<file path="src/rtl/ac_pkg.sv">
// Shared definitions for the accumulator sequencer: AC opcode encodings, FSM state codes,
// instruction field widths and the decoded-flag bundle.
package ac_pkg;

  localparam logic [3:0] ADD   = 4'h0;
  localparam logic [3:0] LOAD  = 4'h2;
  localparam logic [3:0] STORE = 4'h4;
  localparam logic [3:0] JMP   = 4'h8;
  localparam logic [3:0] JZ    = 4'h9;
  localparam logic [3:0] HALT  = 4'hE;
  localparam logic [3:0] NO_OP = 4'hF;

  // Instruction word is {opcode, address}; the opcode sits directly above the address field.
  localparam int OPC_W = 4;

  localparam logic [1:0] ST_IDLE   = 2'd0;
  localparam logic [1:0] ST_FETCH  = 2'd1;
  localparam logic [1:0] ST_DECODE = 2'd2;
  localparam logic [1:0] ST_EXEC   = 2'd3;

  typedef struct packed {
    logic uses_operand;
    logic is_store;
    logic is_branch;
    logic is_halt;
  } dec_flags_t;

endpackage

</file>
<file path="src/rtl/ac_seq_decode.sv">
// Opcode classifier: maps a 4-bit opcode to the control flags the sequencer FSM branches on.
// Undefined opcodes produce no flags and therefore behave exactly like NO_OP.
module ac_seq_decode
  import ac_pkg::*;
(
  input  logic [OPC_W-1:0] opcode,
  output dec_flags_t       flags
);

  always_comb begin
    flags = '0;
    case (opcode)
      ADD, LOAD: flags.uses_operand = 1'b1;
      STORE:     flags.is_store     = 1'b1;
      JMP, JZ:   flags.is_branch    = 1'b1;
      HALT:      flags.is_halt      = 1'b1;
      default:   flags = '0;
    endcase
  end

endmodule

</file>
<file path="src/rtl/ac_sequencer.sv">
// Program sequencer for the accumulator datapath: fetches and decodes instructions, reads
// operands, issues AC opcodes, and handles store, jump, jump-if-zero and halt.
module ac_sequencer
  import ac_pkg::*;
#(
  parameter int                ADDR_W   = 8,
  parameter int                DATA_W   = 32,
  parameter logic [ADDR_W-1:0] RESET_PC = '0
) (
  input  logic              clk,
  input  logic              reset,
  input  logic              start,
  input  logic              abort,
  output logic              busy,
  output logic              done,
  output logic [ADDR_W-1:0] imem_addr,
  output logic              imem_en,
  input  logic [ADDR_W+3:0] imem_rdata,
  output logic [ADDR_W-1:0] dmem_addr,
  output logic              dmem_re,
  input  logic [DATA_W-1:0] dmem_rdata,
  output logic              dmem_we,
  output logic [DATA_W-1:0] dmem_wdata,
  output logic [3:0]        ac_opcode,
  output logic [DATA_W-1:0] ac_operand,
  input  logic [DATA_W-1:0] ac_out
);

  logic [1:0]        state;
  logic [ADDR_W-1:0] pc;
  logic [ADDR_W-1:0] pc_inc;
  logic [ADDR_W-1:0] pc_branch;
  logic [ADDR_W-1:0] field;
  logic [OPC_W-1:0]  opcode;
  logic              decode_live;
  dec_flags_t        flags;

  assign opcode = imem_rdata[ADDR_W +: OPC_W];
  assign field  = imem_rdata[ADDR_W-1:0];
  assign pc_inc = pc + ADDR_W'(1);

  ac_seq_decode u_decode (
    .opcode (opcode),
    .flags  (flags)
  );

  // Data strobes are driven from the instruction word during DECODE so the synchronous data
  // memory returns the operand in EXEC; abort or reset in that cycle suppresses them outright.
  assign decode_live = reset && !abort && (state == ST_DECODE);
  assign dmem_re     = decode_live && flags.uses_operand;
  assign dmem_we     = decode_live && flags.is_store;
  assign dmem_addr   = (dmem_re || dmem_we) ? field : '0;
  assign dmem_wdata  = ac_out;
  assign ac_operand  = (state == ST_EXEC) ? dmem_rdata : '0;

  always_comb begin
    pc_branch = pc_inc;
    if (flags.is_branch && ((opcode == JMP) || (ac_out == '0)))
      pc_branch = field;
  end

  always_ff @(posedge clk) begin
    if (!reset) begin
      state     <= ST_IDLE;
      pc        <= RESET_PC;
      busy      <= 1'b0;
      done      <= 1'b0;
      imem_en   <= 1'b0;
      imem_addr <= '0;
      ac_opcode <= NO_OP;
    end else begin
      done      <= 1'b0;
      imem_en   <= 1'b0;
      imem_addr <= '0;
      ac_opcode <= NO_OP;
      if (abort) begin
        state <= ST_IDLE;
        busy  <= 1'b0;
      end else begin
        case (state)
          ST_IDLE: begin
            if (start) begin
              state     <= ST_FETCH;
              pc        <= RESET_PC;
              busy      <= 1'b1;
              imem_en   <= 1'b1;
              imem_addr <= RESET_PC;
            end
          end
          ST_FETCH: state <= ST_DECODE;
          ST_DECODE: begin
            if (flags.uses_operand) begin
              state     <= ST_EXEC;
              ac_opcode <= opcode;
            end else if (flags.is_halt) begin
              state <= ST_IDLE;
              busy  <= 1'b0;
              done  <= 1'b1;
            end else begin
              state     <= ST_FETCH;
              pc        <= pc_branch;
              imem_en   <= 1'b1;
              imem_addr <= pc_branch;
            end
          end
          ST_EXEC: begin
            state     <= ST_FETCH;
            pc        <= pc_inc;
            imem_en   <= 1'b1;
            imem_addr <= pc_inc;
          end
          default: state <= ST_IDLE;
        endcase
      end
    end
  end

endmodule

</file>
<file path="config.mk">
export PLATFORM = sky130hd
export DESIGN_NAME = ac_sequencer
export DESIGN_NICKNAME = d
export VERILOG_FILES = /design/src/rtl/ac_pkg.sv /design/src/rtl/ac_seq_decode.sv /design/src/rtl/ac_sequencer.sv
export SDC_FILE = /design/constraint.sdc
export NUM_CORES = 1
export LEC_CHECK = 0
export CAP_MARGIN = 20
export CORE_ASPECT_RATIO = 0.75
export CORE_MARGIN = 1.5
export CORE_UTILIZATION = 33
export CTS_BUF_LIST = sky130_fd_sc_hd__clkbuf_2 sky130_fd_sc_hd__clkbuf_4 sky130_fd_sc_hd__clkbuf_8
export CTS_CLUSTER_DIAMETER = 200
export DETAILED_ROUTE_END_ITERATION = 6
export GPL_ROUTABILITY_DRIVEN = 0
export GPL_TIMING_DRIVEN = 0
export PLACE_DENSITY = 0.85
export SLEW_MARGIN = 20
export SYNTH_ARGS = -nofsm -noshare
export SYNTH_HDL_FRONTEND = slang
export SYNTH_SLANG_ARGS = --single-unit
</file>
<file path="constraint.sdc">
create_clock -name clk -period 2.37 [get_ports clk]
set_input_delay 0.474 -clock clk [delete_from_list [all_inputs] [get_ports clk]]
set_output_delay 0.474 -clock clk [all_outputs]
set_load 0.01 [all_outputs]
</file>
# After elaboration in Yosys (flattened, before gate mapping)

Cells that the tools add are included.
Widths: inputs -> output; s select.

Register bits: 25
Input bits: 80
Logic and storage cells: 71
Output and inout port bits: 89

Mux-type cells: 27
Bitwise gates (word level): 4
Eq/ne operators: 12
Reductions and logical operators: 20
Add/sub/neg operators: 1

Operators by type and width:

| cell                | number |
|---|---|
| $mux 8              | 7 |
| $logic_not 32->1    | 1 |
| $mux 32             | 1 |
| $pmux 8 s3          | 1 |
| $pmux 8 s2          | 1 |
| $eq 4x4->1 const B  | 3 |
| $mux 1              | 12 |
| $add 8x1->8 const B | 1 |
| $ne 2x2->1 const B  | 4 |
| $pmux 2 s4          | 1 |
| $reduce_or 4->1     | 2 |
| $reduce_or 2->1     | 3 |
| $logic_and 1x1->1   | 5 |
| $reduce_and 5->1    | 1 |
| $eq 2x2->1 const B  | 2 |
| $eq 4x2->1 const B  | 1 |
| $eq 4x3->1 const B  | 1 |
| $logic_not 4->1     | 1 |
| $mux 2              | 2 |
| $not 1->1           | 4 |
| $reduce_and 4->1    | 1 |
| $pmux 1 s3          | 1 |
| $reduce_bool 3->1   | 1 |
| $eq 2x1->1 const B  | 1 |
| 5 further kinds     | 6 |

# Depth between registers and ports, before layout

Depth in word-level cells: 8
Mapped depth: 9
Depth with buffers taken out: 8

# Hierarchy

From an unflattened synthesis, not the netlist that was laid out.

Cell total of the unflattened synthesis: 244
Area total of the unflattened synthesis: 1,926.8 um^2

Modules (own cells, without submodules):

| module        | area an instance (um^2) | seq. area each (um^2) | cells each | times used |
|---|---|---|---|---|
| ac_sequencer  | 1,884.3                 | 500.5                 | 240        | 1 |
| ac_seq_decode | 42.5                    | 0.0                   | 4          | 1 |

# Worst setup path before layout

No wires, ideal clock.

Path type: input to output
From: input imem_rdata[8]
To: output dmem_addr[0]
Setup slack: 360 ps
Stages on the path: 5
Arrival: 1,536 ps
Required time: 1,896 ps
Buffers on the path: 1
Cells stage by stage: clkbuf_1 -> nand2b_1 -> or3_1 -> a21oi_2 -> and2_1

Cells in the longest elaborated chain, start to end: 6
Elaborated cells on any way between the ends: 10
Those cells by class: eq/ne (2); mux (3); reduce/logical (5)

RTL lines:

| element                                       | line                | text |
|---|---|---|
| start: declaration                            | ac_sequencer.sv:18  | `input logic [ADDR_W+3:0] imem_rdata,` |
| $eq 4x2->1 or $logic_not 4->1 (tied branches) | ac_seq_decode.sv:12 | `case (opcode)` |
| $reduce_or 2->1                               | ac_seq_decode.sv:12 |  |
| $mux 1                                        | ac_seq_decode.sv:12 |  |
| $logic_and 1x1->1                             | ac_sequencer.sv:50  | `assign dmem_re = decode_live && flags.uses_operand;` |
| $logic_or 1x1->1 *                            | ac_sequencer.sv:52  | `assign dmem_addr = (dmem_re \|\| dmem_we) ? field : '0;` |
| $mux 8 *                                      | ac_sequencer.sv:52  |  |
| end: declaration                              | ac_sequencer.sv:19  | `output logic [ADDR_W-1:0] dmem_addr,` |

Every way passes the cells marked *; elsewhere a longest branch is shown, timed or not.

# Worst setup path after layout

From: register state[0]
To: output dmem_addr[7]

Cells in the longest elaborated chain, start to end: 5
Elaborated cells on any way between the ends: 6
Those cells by class: eq/ne (1); mux (1); reduce/logical (4)

RTL lines:

| element                                     | line                                   | text |
|---|---|---|
| start: declaration                          | ac_sequencer.sv:29                     | `logic [1:0] state;` |
| start signal: assignment                    | ac_sequencer.sv:64                     | `state <= ST_IDLE;` |
| start signal: assignment                    | ac_sequencer.sv:77                     | `state <= ST_IDLE;` |
| start signal: assignment                    | ac_sequencer.sv:83                     | `state <= ST_FETCH;` |
| $eq 2x2->1 *                                | ac_sequencer.sv:49                     | `assign decode_live = reset && !abort && (state == ST_DECODE);` |
| $logic_and 1x1->1 *                         | ac_sequencer.sv:49                     |  |
| $logic_and 1x1->1, on equally long branches | ac_sequencer.sv:50, ac_sequencer.sv:51 |  |
| $logic_or 1x1->1 *                          | ac_sequencer.sv:52                     |  |
| $mux 8 *                                    | ac_sequencer.sv:52                     |  |

Marked as above.

==> run_results.csv <==
group,metric,value,unit
outcome,status,"finished with violations",
outcome,violations,"negative setup slack",
sta,worst_pin_slew,0.4851,ns
clock_network,htree_num_levels,1,
drt,ant_nets,0,
clock_network,clkTransAtPathRegs,0.09,ns
synth,synth_cell_types,44,
sta,clock.fmax,408.9,MHz
sta,rsz0062_at_grt,"yes",
clock_network,cts_root_buf,"clkbuf_8",
setup_path,cp_num_buf_inv,4,
clock_network,cts_made_buffers,3,
layout,drive_gt1_share,18.99,%
setup_path,slowest_delay,0.38,ns
power_and_ir_drop,pwr-share-comb,33.1,%
flow_run,cap_violations,0,
sta,fin_crit,2.446,ns
die,ios,169,
drt,wire_per_inst,14.95,um
power_and_ir_drop,peakVddDrop,159.4,uV
placement,numPortBuffers,166,
drt,remaining_drc_errors,0,
clock_network,cts_tree,"yes",
sta,final-max-slew-violation-count,0,
sta,finalHoldViolations,0,
sta,finalSetupViolations,3,
layout,num-nets-final,524,
power_and_ir_drop,p_clk_share,25.6,%
clock_network,cts.sink_count,25,
placement,dp_hpwl,6004,um
setup_path,cp_top_family,"simple AND/OR/NAND/NOR gates",
global_routing,grt_start_max_net_pins,14,
sta,post-route-period-util,103.2,%
synth,syn_nets,343,
layout,syn2layout_area_growth,103.2,%
global_routing,grt_overflow,0,
power_and_ir_drop,intPower,790.0,uW
drt,vias,2563,
drt,drt_first_pass_iters,4,
die,die_area,0.006449,mm^2
power_and_ir_drop,p_switching,272.8,uW
sta,worst_slack,-0.07555,ns
setup_path,cp-end-kind,"output pin",
setup_path,slowest_stage,"dfxtp_4",
global_routing,grt_pass1_wl,11920,um
power_and_ir_drop,p_leak,0.002095,uW
hold_path,min_path_type,"reg2reg",
power_and_ir_drop,seqPwrFrac,41.3,%
global_routing,first_global_vias,2609,
setup_path,worstPathCellList,"inv_4 > ha_4 > nand2b_4 > or3_4 > a21oi_4 > buf_6 > buf_6 > and2_4 > buf_6",
setup_path,cp_common_cell,"buf_6",
die,die_h,69.93,um
setup_path,crit_cells,9,
die,placeableCoreArea,0.005796,mm^2
global_routing,antenna_found_initial,0,
layout,diodes,0,
sta,finClkSkew,0.003063,ns
synth,yosysWarnings,0,
setup_path,required,1.90,ns
power_and_ir_drop,switching_share,25.67,%
layout,fin_util,69.08,%
synth,synth-seq-cells,25,
sta,tns,-0.09752,ns
setup_path,start_kind,"flop",
clock_network,clock_latency,0.27,ns
synth,synth_edf_count,0,
drt,drtIter0Drc,196,
setup_path,criticalPathCategory,"reg2out",
synth,async_reset_ff_share,0,%
clock_network,cts_buffer_depth,2,
die,initial_core_util,34.00,%
sta,relSlewSlack,67.59,%
synth,syn_area_per_cell,7.668,um^2
clock_network,hold_buffers,0,
synth,synth_area_leader_cell,"dfxtp_1",
die,die_w,92.23,um
synth,synthesis.area,0.001971,mm^2
power_and_ir_drop,power_density,265.5,mW/mm^2
drt,routed_wl,7700,um
global_routing,grt_use_total,22.81,%
synth,ys.flop_type,"dfxtp_1",
synth,yosysTopAreaCellShare,25.40,%
synth,synth_area_leaders,"dfxtp_1 25%, buf_4 13%, and2_1 13%, o21ai_0 4.6%, ha_1 3.8%",
drt,routed_via_density,4.977,
synth,synth_sequential_area_ratio,25.40,%
die,rows,24,
synth,synthCells,257,
setup_path,path_max_fanout,7,
setup_path,worst_r2r_path_depth,9,
setup_path,cp_data_arrival_time,1.97,ns
hold_path,min_path_cells,2,
final cells by class:
class	count	area, um^2
inverter	7	28.78
timing repair buffer	176	1795
fill	458	1792
sequential	25	508.0
clock buffer	4	48.80
buffer	43	319.1
multi-input combinational	182	1206
tap	78	97.59
kinds of logic (layout without fill, tap and decap cells):
logic type,after synthesis,count (layout),share of synthesized area [%]
buffers and inverters,50,230,16.44
and+or+nand+nor,111,111,32.76
DFF,25,25,25.40
AOI/OAI and AO/OA,58,58,18.03
xor gates and xnor gates,6,6,3.048
adders and majority gates,6,6,3.809
muxes,1,1,0.5080
per-stage QoR:
stage,cells,power (uW),setup slack [ns],area (um^2),hold slack (ns)
after floorplan,257,570.4,0.3597,1971,0.4648
after global placement,501,783.6,-0.7717,3730,0.4812
after detailed placement,501,790.2,-0.8058,3730,0.4938
after CTS,514,1058,-0.1331,3884,0.4988
after global routing,515,1099,-0.1332,4004,0.5456
final,515,1063,-0.07555,4004,0.5158
cells in the mapped netlist (all sizes together), types with 6 or more instances:
cell and count:
and2 40, buf 35, dfxtp 25, o21ai 19, a21oi 15, nand2 13
nor2 12, nor4 9, clkbuf 8, o22ai 8, inv 7, and3 6
ha 6, nand3 6, nor2b 6
per-layer routing:
layer / GRT usage (%) / part of all wire [%] / up-vias / routed length [um]
met2: 43.87 / 52 / 162 / 3966
met3: 6.318 / 11 / 14 / 856
met5: 0 / 0 / - / 0
met1: 23.51 / 35 / 1166 / 2706
met4: 7.863 / 2.2 / 0 / 170
li1: - / - / 1221 / -
cells in the final DEF (no fill, tap or decap), types with 3 or more instances in the layout:
cell             netlist  final
and2_1                40     37
inv_1                  7      6
dfxtp_1               25     23
o21ai_0               18     18
buf_4                 34     41
nand2_1               13     13
and2_4                 0      3
clkbuf_4               0      3
clkbuf_8               0      4
and3_1                 5      5
xor2_1                 3      3
dlygate4sd2_1          0      5
o21a_1                 4      4
nor2_1                12     12
buf_2                  0      5
nor2b_1                5      5
o211ai_1               4      4
dlymetal6s2s_1         0     28
nand4_1                3      3
nor4_1                 9      9
o22ai_1                8      8
buf_6                  1      9
clkbuf_1               7      3
a21oi_1               13     13
nand3_1                6      6
ha_1                   6      4
clkdlybuf4s50_1        0    123
power groups by stage:
stage / combinational, uW / sequential, uW / clock, uW
after detailed placement: 342 / 449 / 0
final: 352 / 439 / 272
after floorplan: 123 / 448 / 0
after CTS: 349 / 439 / 271
after global placement: 335 / 448 / 0
after global routing: 374 / 440 / 285
flip-flops by register name, indices dropped and copies added (netlist names):
name       count
pc             8
done           1
state          2
busy           1
ac_opcode      4
imem_en        1
imem_addr      8
final timing paths:
| check | start | end | slack, ns |
|---|---|---|---|
| max | state[0] | dmem_addr[7] | -0.08 |
| min | state[1] | state[1] | 0.52 |
| max reg2reg | state[0] | pc[0] | 0.20 |
| min reg2reg | state[1] | state[1] | 0.52 |
worst reg2reg max path: cells and delay by family (launching register included):
kind	cells	cell delay, ns
buf+inv	2	0.18
compound gates	3	0.64
flops	1	0.39
simple gates	3	0.62
fa+ha+maj	1	0.23
timing repair:
action                     in CTS  in global routing
setup endpoints to repair      42                 35
gates resized for setup        65                 46
pin swaps                       6                  2
buffers inserted                9                  2
Power figures use the tool's default switching activity.
==> variant 1: new RTL, config.mk and constraints unchanged <==
The parameter `DATA_W` goes from 32 to 48.
--- a/src/rtl/ac_sequencer.sv
+++ b/src/rtl/ac_sequencer.sv
@@ -6,3 +6,3 @@
   parameter int                ADDR_W   = 8,
-  parameter int                DATA_W   = 32,
+  parameter int                DATA_W   = 48,
   parameter logic [ADDR_W-1:0] RESET_PC = '0
Ports: changed (resized ac_operand, ac_out, dmem_rdata and dmem_wdata); port bits go from 169 to 233. The function was not compared with the original's and may differ.
==> variant 1 against the unedited design <==
The flow still finishes with violations (setup timing). Sequential cell count is the same. Non-clock buffer count increased by 93. Sequential share of layout area decreased by 3.1 points. Area after synthesis is 22% higher. Clock skew up 0.0045 ns. Register-to-register slack better by 0.05 ns. Cell area up 33%. Total power increased by 14%. Utilization grew 7.8 points. Routed wire length up 50%. Worst setup slack improved by 0.035 ns. Critical path type is now in -> reg. Critical endpoint is now pc[6]$_SDFFE_PN0P_.
==> variant 1: results (changes against the unedited design) <==
Run status
  – Status: finished, violations left (unchanged)
  – Failing checks: setup timing (unchanged)

Critical path
  – Crit Path Max Fanout: 3 (was 7)
  – Reg-to-Reg Start: state[0]$_SDFFE_PP0P_ (unchanged)
  – R2R depth: 8 (was 9)
  – CP arrival: 2.62 ns (was 1.97 ns)
  – CP startpoint: ac_out[1] (was state[0]$_SDFFE_PP0P_)
  – RR Endpoint: pc[4]$_SDFFE_PN0P_ (was pc[0]$_SDFFE_PN0P_)
  – FF-to-FF setup slack: 0.25 ns (was 0.20 ns)

Power and ir drop
  – P_leak: 2.804 nW (was 2.095 nW)
  – Peak VDD IR: 207.5 uV (was 159.4 uV)

Routing
  – Drt first pass iters: 6 (was 4)
  – Starting DRT DRC Count: 309 (was 196)
  – Wire per inst: 17.27 microns (was 14.95 microns)
  – Via count: 3472 (was 2563)
  – Vias per cell: 5.198 (was 4.977)

Global route
  – Vias in the first global route: 3336 (was 2609)
  – Total GRT Usage: 0.2650 (was 0.2281)
  – Largest net degree at the start of global routing: 14 (unchanged)
  – First-pass GRT wire length: 16690 microns (was 11920 microns)

Worst hold path
  – Min-delay worst type: in -> reg (was reg -> reg)
  – Worst Hold Path EP: pc[6]$_SDFFE_PN0P_ (was state[1]$_SDFFE_PP0P_)
  – Hold Path Depth: 3 (was 2)
  – Hold wc startpoint: reset (was state[1]$_SDFFE_PP0P_)

Yosys
  – Top cells by area, synth: dfxtp_1, and2_1, buf_4, a21oi_1, nor4_1 (was dfxtp_1, buf_4, and2_1, o21ai_0, ha_1)
  – Synth Instances: 318 (was 257)
  – Syn_nets: 436 (was 343)
  – List of most frequent post-synthesis cells: and2_1, buf_4, dfxtp_1 (unchanged)
  – Register area share after synthesis: 0.2074 (was 0.2540)
  – Synth cell types: 53 (was 44)
  – Yosys warns: 0 (unchanged)

STA
  – Finish-stage setup viols: 4 (was 3)
  – Setup TNS: -0.05923 ns (was -0.09752 ns)
  – Max-slew headroom: 0.6743 (was 0.6759)
  – Clock Skew: 0.007542 ns (was 0.003063 ns)
  – Final setup margin: -0.04063 ns (was -0.07555 ns)
  – WHS: 0.5288 ns (was 0.5158 ns)

Finish
  – Layout cells sized above 1: 0.2316 (was 0.1899)
  – Nets: 689 (was 524)
  – Biggest regs: imem_addr: 8 flops, pc: 8 flops, ac_opcode: 4 flops (unchanged)

Clock tree
  – Root buf cell: clkbuf_8 (unchanged)
  – CTS buffer count: 3 (unchanged)
  – Reg clk slew, reported paths: 0.09 ns (about the same)

Placed design
  – Dpl cell area: 4848 sq um (was 3730 sq um)
  – Post-DP HPWL: 8426 microns (was 6004 microns)
  – I/O Buffers: 231 (was 166)
  – Placed Instances: 647 (was 501)
-- variant 1: metal layers --
metal	share of wire	routed length, microns	GRT usage
met1	0.36	4174	0.2842
met5	0	0	0
met3	0.099	1139	0.08295
met4	0.030	344	0.07639
met2	0.51	5876	0.4907
-- variant 1: cell type report --
class | instances | area (sq um)
repair buffers | 250 | 2539
fillers | 492 | 1604
multi-input cells | 222 | 1603
flip-flops and latches | 25 | 508.0
plain buffers | 62 | 475.5
well taps | 98 | 122.6
clock buffers | 4 | 48.80
inverters | 7 | 28.78
-- variant 1: worst max path at each step --
stage                               to  cells after the start  slack [ns]
detailed placement        dmem_addr[1]                      7       -1.35
global placement          dmem_addr[6]                      7       -1.37
finish              pc[6]$_SDFFE_PN0P_                      7       -0.04
CTS                       dmem_addr[1]                      9       -0.03
global route        pc[6]$_SDFFE_PN0P_                      6        -0.1
floorplan                 dmem_addr[0]                      6        0.23
-- variant 1: logic make-up (layout without fill, tap and decap cells) --
logic type | count (synthesis) | count (layout) | share of synthesized area
xor gates and xnor gates | 4 | 4 | 0.01452
DFF | 25 | 25 | 0.2074
buffers and inverters | 71 | 323 | 0.2048
and+or+nand+nor | 147 | 147 | 0.3541
adders and majority gates | 6 | 6 | 0.03110
AOI/OAI and AO/OA | 65 | 65 | 0.1882
-- variant 1: worst max-delay path, stage by stage --
cell and delay (ns):
clkdlybuf4s50_1 0.43, nor4_1 0.33, nand4_1 0.16, buf_4 0.20, o31a_1 0.35, or4_1 0.48, a31oi_1 0.18
-- variant 1: repair_timing --
action | in CTS | in global routing
endpoints found under the hold margin | 0 | 0
setup buffers | 13 | 7
hold buffers | 0 | 0
gates cloned | 0 | 0
pin swaps | 4 | 9
setup endpoints to repair | 69 | 74
resized for setup | 81 | 71
-- variant 1: power breakdown --
part / internal, mW / switching, mW
logic: 0.321 / 0.182
clock network: 0.132 / 0.145
registers: 0.425 / 0.00849
-- variant 1: through the flow --
stage / setup slack [ns] / power, mW
after CTS: -0.03460 / 1.195
after detailed placement: -1.345 / 0.9118
after floorplan: 0.2350 / 0.5965
after global routing: -0.09819 / 1.258
final: -0.04063 / 1.213
after global placement: -1.372 / 0.9008
==> variant 2: new RTL, same flow settings <==
Made on the original files. Reset style: asynchronous (`reset`), changed in one clocked block.
--- a/src/rtl/ac_sequencer.sv
+++ b/src/rtl/ac_sequencer.sv
@@ -61,3 +61,3 @@
 
-  always_ff @(posedge clk) begin
+  always_ff @(posedge clk or negedge reset) begin
     if (!reset) begin
Function: differs if reset is asserted again (counterexample within 4 cycles, from zero or initial values and one cycle with reset low); with reset held inactive, the same outputs for 10 cycles.
==> variant 2 against the unedited design <==
The run still ends with setup timing left. Count of clock-buffer cells in the layout shrank 1. Total power grew 14%. Routed wire length grew 11%. Via count grew 2.4%. Cell area grew 8.1%. Sequential cell count is the same. Fmax shrank 4.7%. Area after synthesis grew 11%. Die area grew 11%. Worst setup slack lost 0.12 ns. Largest cell class unchanged.
==> variant 2: results (changes against the unedited design) <==
STA
  – Final setup margin: -0.1972 ns (was -0.07555 ns)
  – Max-slew headroom: 0.5212 (was 0.6759)
  – WHS: 0.1932 ns (was 0.5158 ns)
  – Finish-stage setup viols: 8 (was 3)

Critical path
  – Slowest stage cell on the critical path: dfrtp_1 (was dfxtp_4)
  – CP arrival: 2.09 ns (was 1.97 ns)
  – Critical path's largest stage delay: 0.40 ns (was 0.38 ns)
  – FF-to-FF setup slack: 0.08 ns (was 0.20 ns)

Routing
  – Final wirelength: 8560 microns (was 7700 microns)
  – Drt first pass iters: 5 (was 4)
  – Vias per cell: 4.944 (was 4.977)

Placed design
  – Dpl cell area: 3980 sq um (was 3730 sq um)
  – Post-DP HPWL: 6501 microns (was 6004 microns)
  – I/O Buffers: 167 (was 166)

Global route
  – First-pass GRT wire length: 12840 microns (was 11920 microns)
  – Vias in the first global route: 2598 (was 2609)
  – Largest net degree at the start of global routing: 28 (was 14)

Finish
  – Nets: 536 (was 524)
  – Layout cells sized above 1: 0.2422 (was 0.1899)

Yosys
  – Synth cell types: 49 (was 44)
  – Syn_nets: 353 (was 343)
  – Register area share after synthesis: 0.2873 (was 0.2540)
  – Top cells by area, synth: dfrtp_1, and2_1, buf_4, dfstp_2, nand2_1 (was dfxtp_1, buf_4, and2_1, o21ai_0, ha_1)
  – Synth async-reset ratio: 1.000 (was 0)
  – List of most frequent post-synthesis cells: and2_1, buf_4, dfrtp_1 (was and2_1, buf_4, dfxtp_1)

Run status
  – Failing checks: setup timing (unchanged)
  – Status: finished, violations left (unchanged)

Power and ir drop
  – Peak VDD IR: 195.4 uV (was 159.4 uV)

Worst hold path
  – Min-delay worst type: in -> async (was reg -> reg)
variant 2: changes by cell type in the layout (fill, tap and decap cells not counted), sizes merged, moves of 4 or more:
cell and change:
and3 -6, dfrtp +21, dfstp +4, dfxtp -25
dlygate4sd2 -5, nand2 +7, o21ai -15, o221ai +4
o22ai -5, o31ai +6, or2 +7
variant 2: area by class of cell:
class / instances / area (sq um)
buffer: 45 / 341.6
clock buffer: 3 / 41.29
fill: 514 / 2021
inverter: 4 / 15.01
sequential: 25 / 631.9
multi-input combinational: 192 / 1356
timing repair buffer: 180 / 1834
tap: 81 / 101.3
clock inverter: 1 / 7.507
variant 2: kinds of logic after synthesis:
kind of cell,count (synthesis),synth area share
buffers and inverters,51,0.1459
muxes,3,0.01368
AOI/OAI and AO/OA,48,0.1619
and+or+nand+nor,132,0.3466
xor gates and xnor gates,4,0.01597
DFF,25,0.2873
adders and majority gates,5,0.02851
variant 2: final timing paths:
check / start / end / cells after the start
max: state[0]$_DFFE_PN0N_ / dmem_addr[2] / 9
min: reset / pc[4]$_DFFE_PN0P_ / 1
max reg2reg: state[0]$_DFFE_PN0N_ / pc[7]$_DFFE_PN0P_ / 8
min reg2reg: busy$_DFFE_PN0P_ / busy$_DFFE_PN0P_ / 2
max in group asynchronous: reset / state[1]$_DFFE_PN0N_ / 1
min in group clk: imem_rdata[8] / done$_DFF_PN0_ / 3
variant 2: timing repair:
action	4_1_cts	5_1_grt
setup buffers	10	4
hold buffers	0	0
setup endpoints to repair	48	56
gates resized for setup	78	48
pin swaps	8	8
variant 2: report_power, final:
part | switching (mW) | internal (mW)
Clock | 0.153 | 0.120
Sequential | 0.0203 | 0.444
Combinational | 0.189 | 0.285
variant 2: metrics by stage:
stage / cells / TNS, ns / power, mW / worst slack, ns
floorplan: 268 / 0 / 0.6496 / 0.03048
global placement: 516 / -20.06 / 0.8961 / -1.355
detailed placement: 516 / -19.90 / 0.9066 / -1.135
CTS: 530 / -9.267 / 1.195 / -0.3102
global route: 531 / -1.922 / 1.261 / -0.2678
finish: 531 / -1.240 / 1.211 / -0.1972
variant 2: per-layer routing:
| metal | track usage | wire, microns | vias up |
|---|---|---|---|
| li1 | - | - | 1284 |
| met1 | 0.2982 | 3619 | 1209 |
| met2 | 0.3924 | 4318 | 115 |
| met3 | 0.03140 | 477 | 17 |
| met4 | 0.04992 | 144 | 0 |
| met5 | 0 | 0 | - |
